<file path="src/rtl/aes_round_sequencer_pkg.sv">
// Shared AES types and constants for the iterative round sequencer.
// The round datapath and key store sit outside and exchange state_t/roundKey_t words.
package aes_round_sequencer_pkg;

  typedef logic [127:0] state_t;
  typedef logic [127:0] roundKey_t;

  localparam int NR_AES128 = 10;
  localparam int NR_AES192 = 12;
  localparam int NR_AES256 = 14;

  typedef enum logic [2:0] {
    IDLE,
    INIT,
    ROUND,
    FINAL,
    DONE
  } seq_state_t;

  // Round count for a key of nk 32-bit words (4/6/8).
  function automatic int nr_for_nk(input int nk);
    return (nk == 4) ? NR_AES128 : (nk == 6) ? NR_AES192 : NR_AES256;
  endfunction

endpackage

</file>
<file path="src/rtl/aes_round_sequencer.sv">
// Iterative AES round sequencer: holds state/round counter, drives the key index
// and tells the external shared round datapath which round flavour to run.
module aes_round_sequencer
  import aes_round_sequencer_pkg::*;
#(
  parameter int NR    = NR_AES128,
  parameter int IDX_W = 4            // 2**IDX_W must exceed NR
) (
  input  logic             clock,
  input  logic             reset,
  input  logic             in_valid,
  output logic             in_ready,
  input  state_t           in_block,
  input  logic             in_decrypt,
  input  logic             abort,
  output logic [IDX_W-1:0] rk_index,
  input  roundKey_t        rk_data,
  output state_t           round_in,
  output logic             round_final,
  output logic             round_decrypt,
  input  state_t           round_out,
  output logic             out_valid,
  input  logic             out_ready,
  output state_t           out_block,
  output logic             busy
);

  localparam logic [IDX_W-1:0] NR_I  = IDX_W'(NR);
  localparam logic [IDX_W-1:0] NR_M1 = IDX_W'(NR - 1);

  seq_state_t       st, st_nxt;
  state_t           state_reg, state_nxt;
  logic [IDX_W-1:0] round_ctr, ctr_nxt;
  logic             dir_reg, dir_nxt;

  always_ff @(posedge clock or posedge reset) begin
    if (reset) begin
      st        <= IDLE;
      state_reg <= '0;
      round_ctr <= '0;
      dir_reg   <= 1'b0;
    end else begin
      st        <= st_nxt;
      state_reg <= state_nxt;
      round_ctr <= ctr_nxt;
      dir_reg   <= dir_nxt;
    end
  end

  // rk_index/round_final depend only on st/round_ctr/dir_reg, never on inputs.
  always_comb begin
    st_nxt      = st;
    state_nxt   = state_reg;
    ctr_nxt     = round_ctr;
    dir_nxt     = dir_reg;
    rk_index    = '0;
    round_final = 1'b0;
    case (st)
      IDLE: begin
        if (in_valid && !abort) begin
          state_nxt = in_block;
          dir_nxt   = in_decrypt;
          ctr_nxt   = IDX_W'(1);
          st_nxt    = INIT;
        end
      end
      INIT: begin
        rk_index  = dir_reg ? NR_I : '0;
        state_nxt = state_reg ^ rk_data;
        st_nxt    = (NR == 1) ? FINAL : ROUND;
      end
      ROUND: begin
        rk_index  = dir_reg ? (NR_I - round_ctr) : round_ctr;
        state_nxt = round_out;
        ctr_nxt   = round_ctr + IDX_W'(1);
        if (round_ctr == NR_M1) st_nxt = FINAL;
      end
      FINAL: begin
        rk_index    = dir_reg ? '0 : NR_I;
        round_final = 1'b1;
        state_nxt   = round_out;
        st_nxt      = DONE;
      end
      DONE: begin
        if (out_ready) st_nxt = IDLE;
      end
      default: st_nxt = IDLE;
    endcase
    // Flush wins over everything, including a DONE handshake.
    if (abort && st != IDLE) begin
      st_nxt    = IDLE;
      state_nxt = '0;
      ctr_nxt   = '0;
    end
  end

  assign in_ready      = (st == IDLE);
  assign out_valid     = (st == DONE);
  assign busy          = (st != IDLE);
  assign round_in      = state_reg;
  assign out_block     = state_reg;
  assign round_decrypt = dir_reg;

endmodule

</file>
<file path="config.mk">
export PLATFORM = sky130hd
export DESIGN_NAME = aes_round_sequencer
export DESIGN_NICKNAME = d
export VERILOG_FILES = /design/src/rtl/aes_round_sequencer_pkg.sv /design/src/rtl/aes_round_sequencer.sv
export SDC_FILE = /design/constraint.sdc
export NUM_CORES = 1
export LEC_CHECK = 0
export ABC_CLOCK_PERIOD_IN_PS = 5600
export CAP_MARGIN = 20
export CORE_AREA = 5 5 254 256
export DETAILED_ROUTE_END_ITERATION = 6
export DIE_AREA = 0 0 259 261
export GPL_TIMING_DRIVEN = 0
export HOLD_SLACK_MARGIN = 0.12
export PLACE_DENSITY = 0.46
export SYNTH_ARGS = -nofsm -noshare
export SYNTH_HDL_FRONTEND = slang
export SYNTH_SLANG_ARGS = --single-unit
export TNS_END_PERCENT = 30
</file>
<file path="constraint.sdc">
create_clock -name clock -period 5.6 [get_ports clock]
set_input_delay 0.84 -clock clock [delete_from_list [all_inputs] [get_ports clock]]
set_output_delay 0.84 -clock clock [all_outputs]
set_load 0.1 [all_outputs]
</file>
After elaboration in Yosys (flattened, before gate mapping):

Cells that the tools add are included.
Widths: inputs -> output; s select.

* flip-flop bits (word level): 136
* bits of input ports: 390

* add/subtract/negate cells: 2
* muxes and demuxes: 16
* reduce and logical (&&, ||, !) cells: 12
* bitwise operators: 1
* equality and inequality tests: 8

Operators by type and width (number)
* $pmux 128 s3: 1
* $mux 128: 2
* $xor 128x128->128: 1
* $mux 4: 5
* $pmux 3 s5: 1
* $mux 3: 4
* $pmux 4 s3: 1
* $pmux 4 s2: 1
* $eq 3x2->1 const B: 2
* $ne 3x1->1 const B: 2
* $reduce_and 2->1: 3
* $reduce_bool 3->1: 2
* $add 4x1->4 const B: 1
* $eq 4x4->1 const B: 1
* $reduce_bool 4->1: 1
* $sub 4x4->4 const A: 1
* $eq 3x1->1 const B: 1
* $eq 3x3->1 const B: 1
* $logic_not 3->1: 1
* $ne 3x3->1 const B: 1
* $reduce_and 3->1: 1
* $logic_and 1x1->1: 2
* $reduce_or 2->1: 1
* $logic_not 1->1: 1
* $mux 1: 1

Logic depth before layout (Yosys ltp):

* depth after elaboration: 5
* mapped depth: 8
* mapped depth without buffers: 6

Least setup slack after synthesis:

No wires, ideal clock.

* path kind: register to output
* from: reg dir_reg, in the netlist round_decrypt
* to: out rk_index[2]
* data required time: 4.760 ns
* data arrival time: 3.475 ns
* path slack: 1.285 ns
* path buffers: 1
* cell stages (with the launch flop): 5
* path through: dfrtp_1 clkbuf_1 nand2_1 xnor2_1 nor3_1

* cells in the longest elaborated chain, start to end: 2

RTL lines
* start, declared: RTL line aes_round_sequencer.sv:34 `logic dir_reg, dir_nxt;`
* start signal, assigned: RTL line aes_round_sequencer.sv:46 `dir_reg <= dir_nxt;`
* $mux 4: RTL line aes_round_sequencer.sv:73 `rk_index = dir_reg ? (NR_I - round_ctr) : round_ctr;`
* $pmux 4 s3: RTL line aes_round_sequencer.sv:58 `case (st)`
* end, declared: RTL line aes_round_sequencer.sv:16 `output logic [IDX_W-1:0] rk_index,`

No other way between the ends.

Final worst setup path:

* from: reg st[1]
* to: out rk_index[3]

* cells in the longest elaborated chain, start to end: 2
* elaborated cells between the ends (all ways): 4
* classes of those cells: eq/ne: 3; mux: 1

RTL lines
* start, declared: RTL line aes_round_sequencer.sv:31 `seq_state_t st, st_nxt;`
* start signal, assigned: RTL line aes_round_sequencer.sv:43 `st <= st_nxt;`
* $eq 3x2->1 or $eq 3x1->1 (tied branches): RTL line aes_round_sequencer.sv:58
* $pmux 4 s3 *: RTL line aes_round_sequencer.sv:58

Mark *: on every way between the ends. The rest lies on a longest branch, timed or not.

==> key figures <==
Logic synthesis
  – EDFF count, synth: 0
  – Compound-Gate Fraction of Synth Area: 42.5%
  – Largest family of logic cells by synthesized area: compound AO/OA/AOI/OAI gates
  – Cells after synthesis: 1233
  – Distinct cells, synth: 39
  – Area contributors post-synth: dfrtp_1, o22ai_1, a21oi_1
  – Synth Net Count: 1626
  – Simple-gate area share of the yosys netlist: 1.83%
  – Ys async rst share: 100%
  – Multiplexer area fraction after synthesis: 0.111%
  – Post-synthesis sequential area ratio: 33.6%
  – Syn avg cell area: 8.22 sq um
  – YS warnings: 0
  – Area leader, netlist: dfrtp_1
  – Mapped cell area: 10100 sq um
  – Xor/xnor share of the synthesized area: 0.259%
  – Dominant synthesized flop cell: dfrtp_1
  – Yosys top cell area share: 33.6%
  – Yosys reg bits: 136
  – Adder-Cell Fraction of Synth Area: 0.370%

Final layout
  – Area occupied by multi-input gates: 4570 sq um
  – Number of fill cells: 6632
  – Layout cell share with drive strength beyond 1: 13.7%
  – Layout Utilization: 29.6%
  – Most common cell after layout, fill and taps aside: clkdlybuf4s50_1
  – P&R area growth vs syn: 82.0%
  – Seq. cell area: 3400 sq um
  – Fin cells: 2776
  – Most frequent cells in the layout: clkdlybuf4s50_1, o22ai_1, a21oi_1
  – Nets: 2304

Timing
  – Worst-Margin Slew: 1.09 ns
  – Final setup viols: 0
  – Tmin final: 4.38 ns
  – RSZ-0062 raised after global routing: no
  – Max-slew violations: 0
  – Tcrit/Tclk final: 78.1%
  – Relative slew slack: 26.9%
  – Max frequency: 0.229 GHz
  – Hold Vio Cnt, Final: 0
  – Clock Skew: 0.0105 ns

GRT
  – First-pass GRT wire length: 93.0 mm
  – Vias in the first global route: 13565
  – Largest net degree at the start of global routing: 70
  – Initial antenna violation count: 4
  – Remaining global-route overflow: 0
  – GRT Resource Usage Total: 18.2%

Drt
  – Vias: 13026
  – Vias per cell: 4.69
  – DRT antenna net count: 0
  – WL per Instance: 23.4 um
  – 1st-iter DRT viols: 866
  – Total Wirelength: 65.0 mm
  – First-pass DRT Iterations: 5
  – DRC: 0

Place
  – IO buf count: 654
  – Cell count after placement: 2738
  – Detail Placement HPWL: 50.7 mm
  – Final GP Congestion: 0.838

Run status
  – Status: complete, no violations

CTS
  – Clock sinks: 136
  – Hold Buf Count CTS: 0
  – CTS tree: built
  – Clock Tree Buf Depth: 2
  – Clock tree root driver cell: clkbuf_16
  – Worst-path clk slew: 0.07 ns
  – CTS Buf Count: 17
  – Clk_lat worst skew: 0.48 ns
  – Post-cts sizing count: 0
  – Post CTS Setup Buffer Count: 0
  – CTS HTree Levels: 4

Worst hold path
  – Hold WC Path Type: reg2reg

Floorplanning
  – Core area: 62300 sq um
  – Rows: 92
  – I/O Pins: 655
  – Die width: 259 um
  – Die footprint: 67600 sq um
  – Die H: 261 um
  – Initial core utilization: 16.3%

Power and ir drop
  – Pleak: 7.20 nW
  – Power Density: 624 nW/um^2
  – Peak supply drop: 0.000333 V

Worst setup path
  – Element type at the critical path end: primary output
  – Worst EP required: 4.76 ns
  – Crit path kind: reg2out
  – CP arrival: 3.54 ns
  – Worst Path Max Fanout: 10
  – CP Launch Type: register

Flow run
  – Max Cap Viol: 0
-- stage by stage --
step	cell area (sq um)	hold slack [ns]	worst slack (ns)	setup TNS, ns	power, mW
floorplan	10100	0.527	1.12	0	8.08
global placement	17700	0.574	-2.11	-284.15	10.3
detailed placement	17800	0.586	1.56	0	10.3
CTS	18400	0.592	0.993	0	11.6
global route	18400	0.620	0.897	0	11.9
finish	18500	0.598	1.22	0	11.5
-- synth_stat cells, types with 2 or more instances --
| master | number |
|---|---|
| nand2b_1 | 2 |
| o21ai_0 | 3 |
| nor2b_1 | 3 |
| nand2_1 | 6 |
| nor3b_1 | 3 |
| clkbuf_1 | 32 |
| o21bai_1 | 2 |
| o31ai_1 | 2 |
| ha_1 | 3 |
| buf_6 | 11 |
| inv_1 | 135 |
| nor2_1 | 4 |
| a31oi_1 | 2 |
| nand3_1 | 4 |
| a22oi_1 | 2 |
| nor3_1 | 3 |
| xnor2_1 | 2 |
| buf_4 | 128 |
| buf_2 | 85 |
| o22ai_1 | 258 |
| buf_1 | 7 |
| a21oi_1 | 257 |
| dfrtp_1 | 136 |
| a32o_1 | 128 |
-- layout make-up --
class                           instances  area share (%)
Timing Repair Buffer                  659            36.0
Multi-Input combinational cell        699            24.8
Sequential cell                       136            18.4
Buffer                                263            8.98
Tap cell                              846            5.74
Inverter                              135            2.79
Clock buffer                           23            2.70
Clock inverter                          9           0.488
Antenna cell                            6          0.0814
-- state kept, by name, summed over array words and instances (netlist names) --
register       flops
round_decrypt      1
out_block        128
st                 3
round_ctr          4
-- final timing paths --
path	from	to	slack (ns)	cells past startpoint
max in group asynchronous	reset	out_block[98]	3.96	3
worst min register to register	out_block[50]	out_block[50]	0.60	2
worst min-delay path	out_block[50]	out_block[50]	0.60	2
worst max register to register	st[1]	out_block[91]	3.27	7
worst max-delay path	st[1]	rk_index[3]	1.22	7
min in group asynchronous	reset	out_block[50]	0.80	2
-- layer usage --
layer	global-route usage [%]	part of all wire, %
met2	31.3	49
met1	21.7	40
met4	6.74	2.9
met3	5.29	7.8
met5	0	0.020
-- critical path, cell delays in order (launching register included) --
cell and delay, ns:
dfrtp_1 0.35, buf_2 0.18, inv_1 0.15, clkbuf_1 0.45, buf_2 0.36, nand3_1 0.11
a21oi_1 0.21, clkdlybuf4s50_1 1.22
-- logic make-up after synthesis --
kind of cell / after synthesis
buffers and inverters: 398
and+or+nand+nor: 32
adders and majority gates: 3
DFF: 136
xor gates and xnor gates: 3
muxes: 1
AOI/OAI and AO/OA: 660
-- report_power, final --
part           switching (mW)  leakage (nW)  internal [mW]
clock                   0.526         0.286          0.671
sequential              0.390          1.75           1.30
combinational            6.30          5.17           2.32
total                    7.22          7.20           4.30
Note: power is estimated with default switching activity, not from simulation.
